[src/rtl/nes_joypad_port.sv]
// NES $4016/$4017 controller port emulation for two players fed by SNES button vectors.
// Strobe latch, one-bit-per-read serial shift, and optional 30 Hz turbo on A/B.
module nes_joypad_port #(
   parameter int TURBO_DIV = 833333
) (
   input  logic        CLOCK,
   input  logic        RESET,
   input  logic [11:0] BUTTONS1,
   input  logic [11:0] BUTTONS2,
   input  logic        TURBO_EN,
   input  logic        REG_SEL,
   input  logic        WR_EN,
   input  logic [7:0]  WR_DATA,
   input  logic        RD_EN,
   input  logic [2:0]  OPEN_BUS,
   output logic [7:0]  RD_DATA,
   output logic        STROBE
);

   localparam int             CW   = $clog2(TURBO_DIV);
   localparam logic [CW-1:0]  TMAX = CW'(TURBO_DIV - 1);

   logic          r_strobe;
   logic [7:0]    r_sr1, r_sr2;
   logic [7:0]    r_rd_data;
   logic [CW-1:0] r_turbo_cnt;
   logic          r_turbo_phase;
   logic          r_rd_prev;

   logic          w_turbo;
   logic          w_rd_start;
   logic          w_sel_bit;
   logic [7:0]    w_map1, w_map2;
   logic          w_unused_in;

   // SNES order in, NES order out (bit 0 shifted first); X/Y double as turbo A/B.
   function automatic logic [7:0] map_btn(input logic [11:0] b, input logic t);
      return {b[7], b[6], b[5], b[4], b[3], b[2], b[0] | (b[1] & t), b[8] | (b[9] & t)};
   endfunction

   assign w_turbo     = r_turbo_phase & TURBO_EN;
   assign w_map1      = map_btn(BUTTONS1, w_turbo);
   assign w_map2      = map_btn(BUTTONS2, w_turbo);
   assign w_rd_start  = RD_EN & ~r_rd_prev;
   assign w_sel_bit   = REG_SEL ? r_sr2[0] : r_sr1[0];
   assign w_unused_in = &{1'b0, WR_DATA[7:1], BUTTONS1[11:10], BUTTONS2[11:10]};

   always_ff @(posedge CLOCK) begin
      if (RESET) begin
         r_strobe      <= 1'b0;
         r_sr1         <= 8'h00;
         r_sr2         <= 8'h00;
         r_rd_data     <= 8'h00;
         r_turbo_cnt   <= '0;
         r_turbo_phase <= 1'b0;
         r_rd_prev     <= 1'b0;
      end else begin
         r_rd_prev <= RD_EN;

         // $4017 writes go to the APU, so only $4016 touches the latch.
         if (WR_EN && !REG_SEL)
            r_strobe <= WR_DATA[0];

         if (r_turbo_cnt == TMAX) begin
            r_turbo_cnt   <= '0;
            r_turbo_phase <= ~r_turbo_phase;
         end else begin
            r_turbo_cnt <= r_turbo_cnt + 1'b1;
         end

         // Registered strobe governs this cycle, so a 1->0 write still reloads once.
         if (r_strobe) begin
            r_sr1 <= w_map1;
            r_sr2 <= w_map2;
         end else if (w_rd_start) begin
            if (REG_SEL)
               r_sr2 <= {1'b1, r_sr2[7:1]};
            else
               r_sr1 <= {1'b1, r_sr1[7:1]};
         end

         if (w_rd_start)
            r_rd_data <= {OPEN_BUS, 4'b0000, w_sel_bit};
      end
   end

   assign RD_DATA = r_rd_data;
   assign STROBE  = r_strobe;

endmodule

[config.mk]
export PLATFORM = sky130hd
export DESIGN_NAME = nes_joypad_port
export DESIGN_NICKNAME = d
export VERILOG_FILES = /design/src/rtl/nes_joypad_port.sv
export SDC_FILE = /design/constraint.sdc
export NUM_CORES = 1
export LEC_CHECK = 0
export CORE_UTILIZATION = 40
export DETAILED_ROUTE_END_ITERATION = 7
export PLACE_DENSITY = 0.72
export RECOVER_POWER = 100
export SYNTH_ARGS = -nofsm -noshare
export SYNTH_HDL_FRONTEND = slang
export SYNTH_SLANG_ARGS = --single-unit
[constraint.sdc]
create_clock -name CLOCK -period 2.07 [get_ports CLOCK]
set_input_delay 0.414 -clock CLOCK [delete_from_list [all_inputs] [get_ports CLOCK]]
set_output_delay 0.414 -clock CLOCK [all_outputs]
set_load 0.05 [all_outputs]
==> results.tsv, run 1 <==
metric	value	unit
most frequent cells in the layout	sky130_fd_sc_hd__dfxtp_1 (43), sky130_fd_sc_hd__nor2_1 (36), sky130_fd_sc_hd__clkdlybuf4s50_1 (28)	
violated checks	DRC	
net count of the finished layout	302	
combined global-route utilization of all metal layers	16.88	%
top area cells in the synthesized netlist	sky130_fd_sc_hd__dfxtp_1 (45%), sky130_fd_sc_hd__nor2_1 (7.0%), sky130_fd_sc_hd__xnor2_1 (6.4%), sky130_fd_sc_hd__mux2i_1 (6.2%), sky130_fd_sc_hd__a311oi_1 (5.0%)	
critical path cell sequence	or4b_1 > or4_4 > or3_1 > a21oi_1	
sum of routed wire length over all layers	3960	um
worst supply voltage drop on vdd	0.0004897	V
GRT overflow	0	
f_max	0.5197	GHz
Synth Register Bits	43	
number of violations reported at the end of detailed-routing iteration 0	95	
deepest clock path buffer count	2	
number of clock sinks seen by CTS	43	
share of post-route cells with drive strength above 1	8.846	%
clock-pin slew on the worst setup and hold paths	0.07	ns
Hold Vio Cnt, Final	0	
number of buffers created by CTS	5	
routability congestion estimate	0.7822	
worst-path fanout max	3	
top-area cell type share of the netlist area	44.76	%
sequential element share of the synthesized area	44.76	%
number of global-route vias before repair	1571	
clk_lat worst skew	0.30	ns
class of the tightest hold or removal check	register to register	
Max transition margin	34.47	%
synthesis warning total	0	
core area	4474	sq um
Die Footprint	5089	sq um
sort of element at the start of the critical path	register	
number of detailed-routing iterations run before antenna repair	6	
Top Ports	50	
Inserted Diodes	0	
die boundary height	71.34	um
H-tree depth reported by CTS	2	
detailed placer's ending HPWL	2810	um
count of max-cap constraint violations	0	
Final Skew	0.009393	ns
clock tree from TritonCTS	done	
DRC viols	6	
worst-margin pin slew	0.9829	ns
post-synthesis cell type count	36	
buffer type at the clock tree root	sky130_fd_sc_hd__clkbuf_8	
count of input and output buffers	34	
status	finished with violations	
detailed-route wire length per cell	12.69	um
biggest area consumer among synthesized cells	sky130_fd_sc_hd__dfxtp_1	
initial antenna violation count	0	
CP Capture Type	register	
post-layout minimum cycle time	1.924	ns
global-route wire length before repair	6789	um
number of endpoints failing setup at the final stage	0	
largest net degree at the start of global routing	29	
Avg Vias per Cell	5.237	
final worst-path cycle share	92.96	%
CTS hold repair buffers	0	
most common cell after layout, fill and taps aside	sky130_fd_sc_hd__dfxtp_1	
number of vias in the routed layout	1634	
Max stage delay on crit path	0.53	ns
data arrival time of the critical path	2.14	ns
count of nets left with antenna violations after detail routing	0	
buffer count from post-CTS setup fixing	0	
cell at the slowest stage of the critical path	sky130_fd_sc_hd__or4b_1	
row count	24	
post-route worst hold slack	0.4825	ns
Syn Inst Count	218	
leakage component of the power	0.8421	nW
layout overhead on the synthesized area	29.08	%
DIE WIDTH	71.34	um
synthesized area per cell	8.822	sq um
kind of critical path	register to register	
setup repair after global routing missed its margin	false	
total standard cell area after synthesis	1923	sq um
total negative slack for setup checks	0	ns
starting density of the core	42.98	%
Power Density	742.9	nW/um^2
pins over their slew limit	0	
Req. time, crit path	2.29	ns
## worst paths after layout
check                                                start                    endpoint  slack, ns  cells past startpoint
worst min-delay path             r_turbo_cnt[0]$_SDFF_PP0_   r_turbo_cnt[0]$_SDFF_PP0_       0.48                      1
worst max-delay path            r_turbo_cnt[14]$_SDFF_PP0_  r_turbo_phase$_SDFFE_PP0N_       0.15                      4
worst max register to register  r_turbo_cnt[14]$_SDFF_PP0_  r_turbo_phase$_SDFFE_PP0N_       0.15                      4
worst min register to register   r_turbo_cnt[0]$_SDFF_PP0_   r_turbo_cnt[0]$_SDFF_PP0_       0.48                      1
## routing by layer
layer / vias to the layer above / global-route usage (%) / part of all wire, %
li1: 845 / - / -
met1: 745 / 20.95 / 48
met2: 37 / 27.72 / 44
met3: 7 / 4.782 / 7.0
met4: 0 / 6.667 / 1.3
met5: - / 0 / 0
## cell usage after synthesis
| cell type | instances |
|---|---|
| sky130_fd_sc_hd__o41ai_1 | 1 |
| sky130_fd_sc_hd__or4b_2 | 1 |
| sky130_fd_sc_hd__or2_1 | 1 |
| sky130_fd_sc_hd__nand2_1 | 12 |
| sky130_fd_sc_hd__or3_1 | 1 |
| sky130_fd_sc_hd__nor3_1 | 6 |
| sky130_fd_sc_hd__inv_1 | 9 |
| sky130_fd_sc_hd__o21bai_1 | 1 |
| sky130_fd_sc_hd__a221oi_1 | 1 |
| sky130_fd_sc_hd__a311oi_1 | 11 |
| sky130_fd_sc_hd__or4_1 | 3 |
| sky130_fd_sc_hd__or4b_1 | 1 |
| sky130_fd_sc_hd__nor4_1 | 5 |
| sky130_fd_sc_hd__o21ai_0 | 1 |
| sky130_fd_sc_hd__nand4b_1 | 1 |
| sky130_fd_sc_hd__a21oi_1 | 4 |
| sky130_fd_sc_hd__nand3_1 | 11 |
| sky130_fd_sc_hd__clkbuf_1 | 7 |
| sky130_fd_sc_hd__inv_2 | 1 |
| sky130_fd_sc_hd__buf_2 | 2 |
| sky130_fd_sc_hd__conb_1 | 1 |
| sky130_fd_sc_hd__or2_2 | 2 |
| sky130_fd_sc_hd__dfxtp_1 | 43 |
| sky130_fd_sc_hd__xor2_1 | 1 |
| sky130_fd_sc_hd__o31ai_1 | 2 |
| sky130_fd_sc_hd__nor2_1 | 36 |
| sky130_fd_sc_hd__buf_4 | 4 |
| sky130_fd_sc_hd__buf_1 | 1 |
| sky130_fd_sc_hd__ha_1 | 2 |
| sky130_fd_sc_hd__mux2i_1 | 12 |
| sky130_fd_sc_hd__a211oi_1 | 8 |
| sky130_fd_sc_hd__xnor2_1 | 14 |
| sky130_fd_sc_hd__nand4_1 | 5 |
| sky130_fd_sc_hd__nand2b_1 | 1 |
| sky130_fd_sc_hd__or4_4 | 1 |
| sky130_fd_sc_hd__nor2b_1 | 5 |
## area by class of cell
type,instances,area (sq um)
clock inverters,2,60.06
flip-flops and latches,43,860.8
clock buffers,6,72.57
fillers,409,1992
inverters,10,37.54
repair buffers,45,416.7
well taps,52,65.06
multi-input cells,154,969.7
## what timing repair did
item | in CTS | in global routing
setup endpoints to repair | 0 | 10
endpoints found under the hold margin | 0 | 0
resized for setup | 0 | 3
## where the power goes
part	total [W]	switching, W	internal (W)
Combinational	0.000204	0.000105	0.0000985
Sequential	0.000880	0.0000203	0.000860
Clock	0.000761	0.000278	0.000482
## worst max-delay path, delay by kind of cell, from the launching register on
kind               cells  cell delay, ns
and+or+nand+nor        3            1.39
DFF                    1            0.34
AOI/OAI and AO/OA      1            0.13
## metrics by stage
stage	power [W]	worst slack, ns	area [sq um]	instances	util, %
after floorplan	0.001018	0.2334	1934	221	-
after global placement	0.001104	0.1429	2352	304	52.57
after detailed placement	0.001107	0.1418	2352	304	52.57
after CTS	0.001869	0.05495	2485	312	55.54
after global routing	0.001921	0.06039	2482	312	55.48
final	0.001844	0.1458	2482	312	55.48
## kinds of logic after synthesis
kind of cell,after synthesis,share of synthesized area [%]
and+or+nand+nor,92,23.55
xor gates and xnor gates,15,6.832
AOI/OAI and AO/OA,29,11.52
DFF,43,44.76
other,1,0.1950
muxes,12,6.246
buffers and inverters,24,5.595
adders and majority gates,2,1.301
## flip-flops by register name, summed over array words and instances (netlist names)
register / flops
STROBE: 1
r_sr1: 8
r_rd_prev: 1
RD_DATA: 4
r_sr2: 8
r_turbo_phase: 1
r_turbo_cnt: 20
No activity file was read; power rests on OpenSTA's default activity.
==> inputs of run 2 (changes only) <==
CORE_MARGIN = 1   (was default)
==> results of run 2 <==
The final DEF is identical to that of run 1; final timing and power are the same.
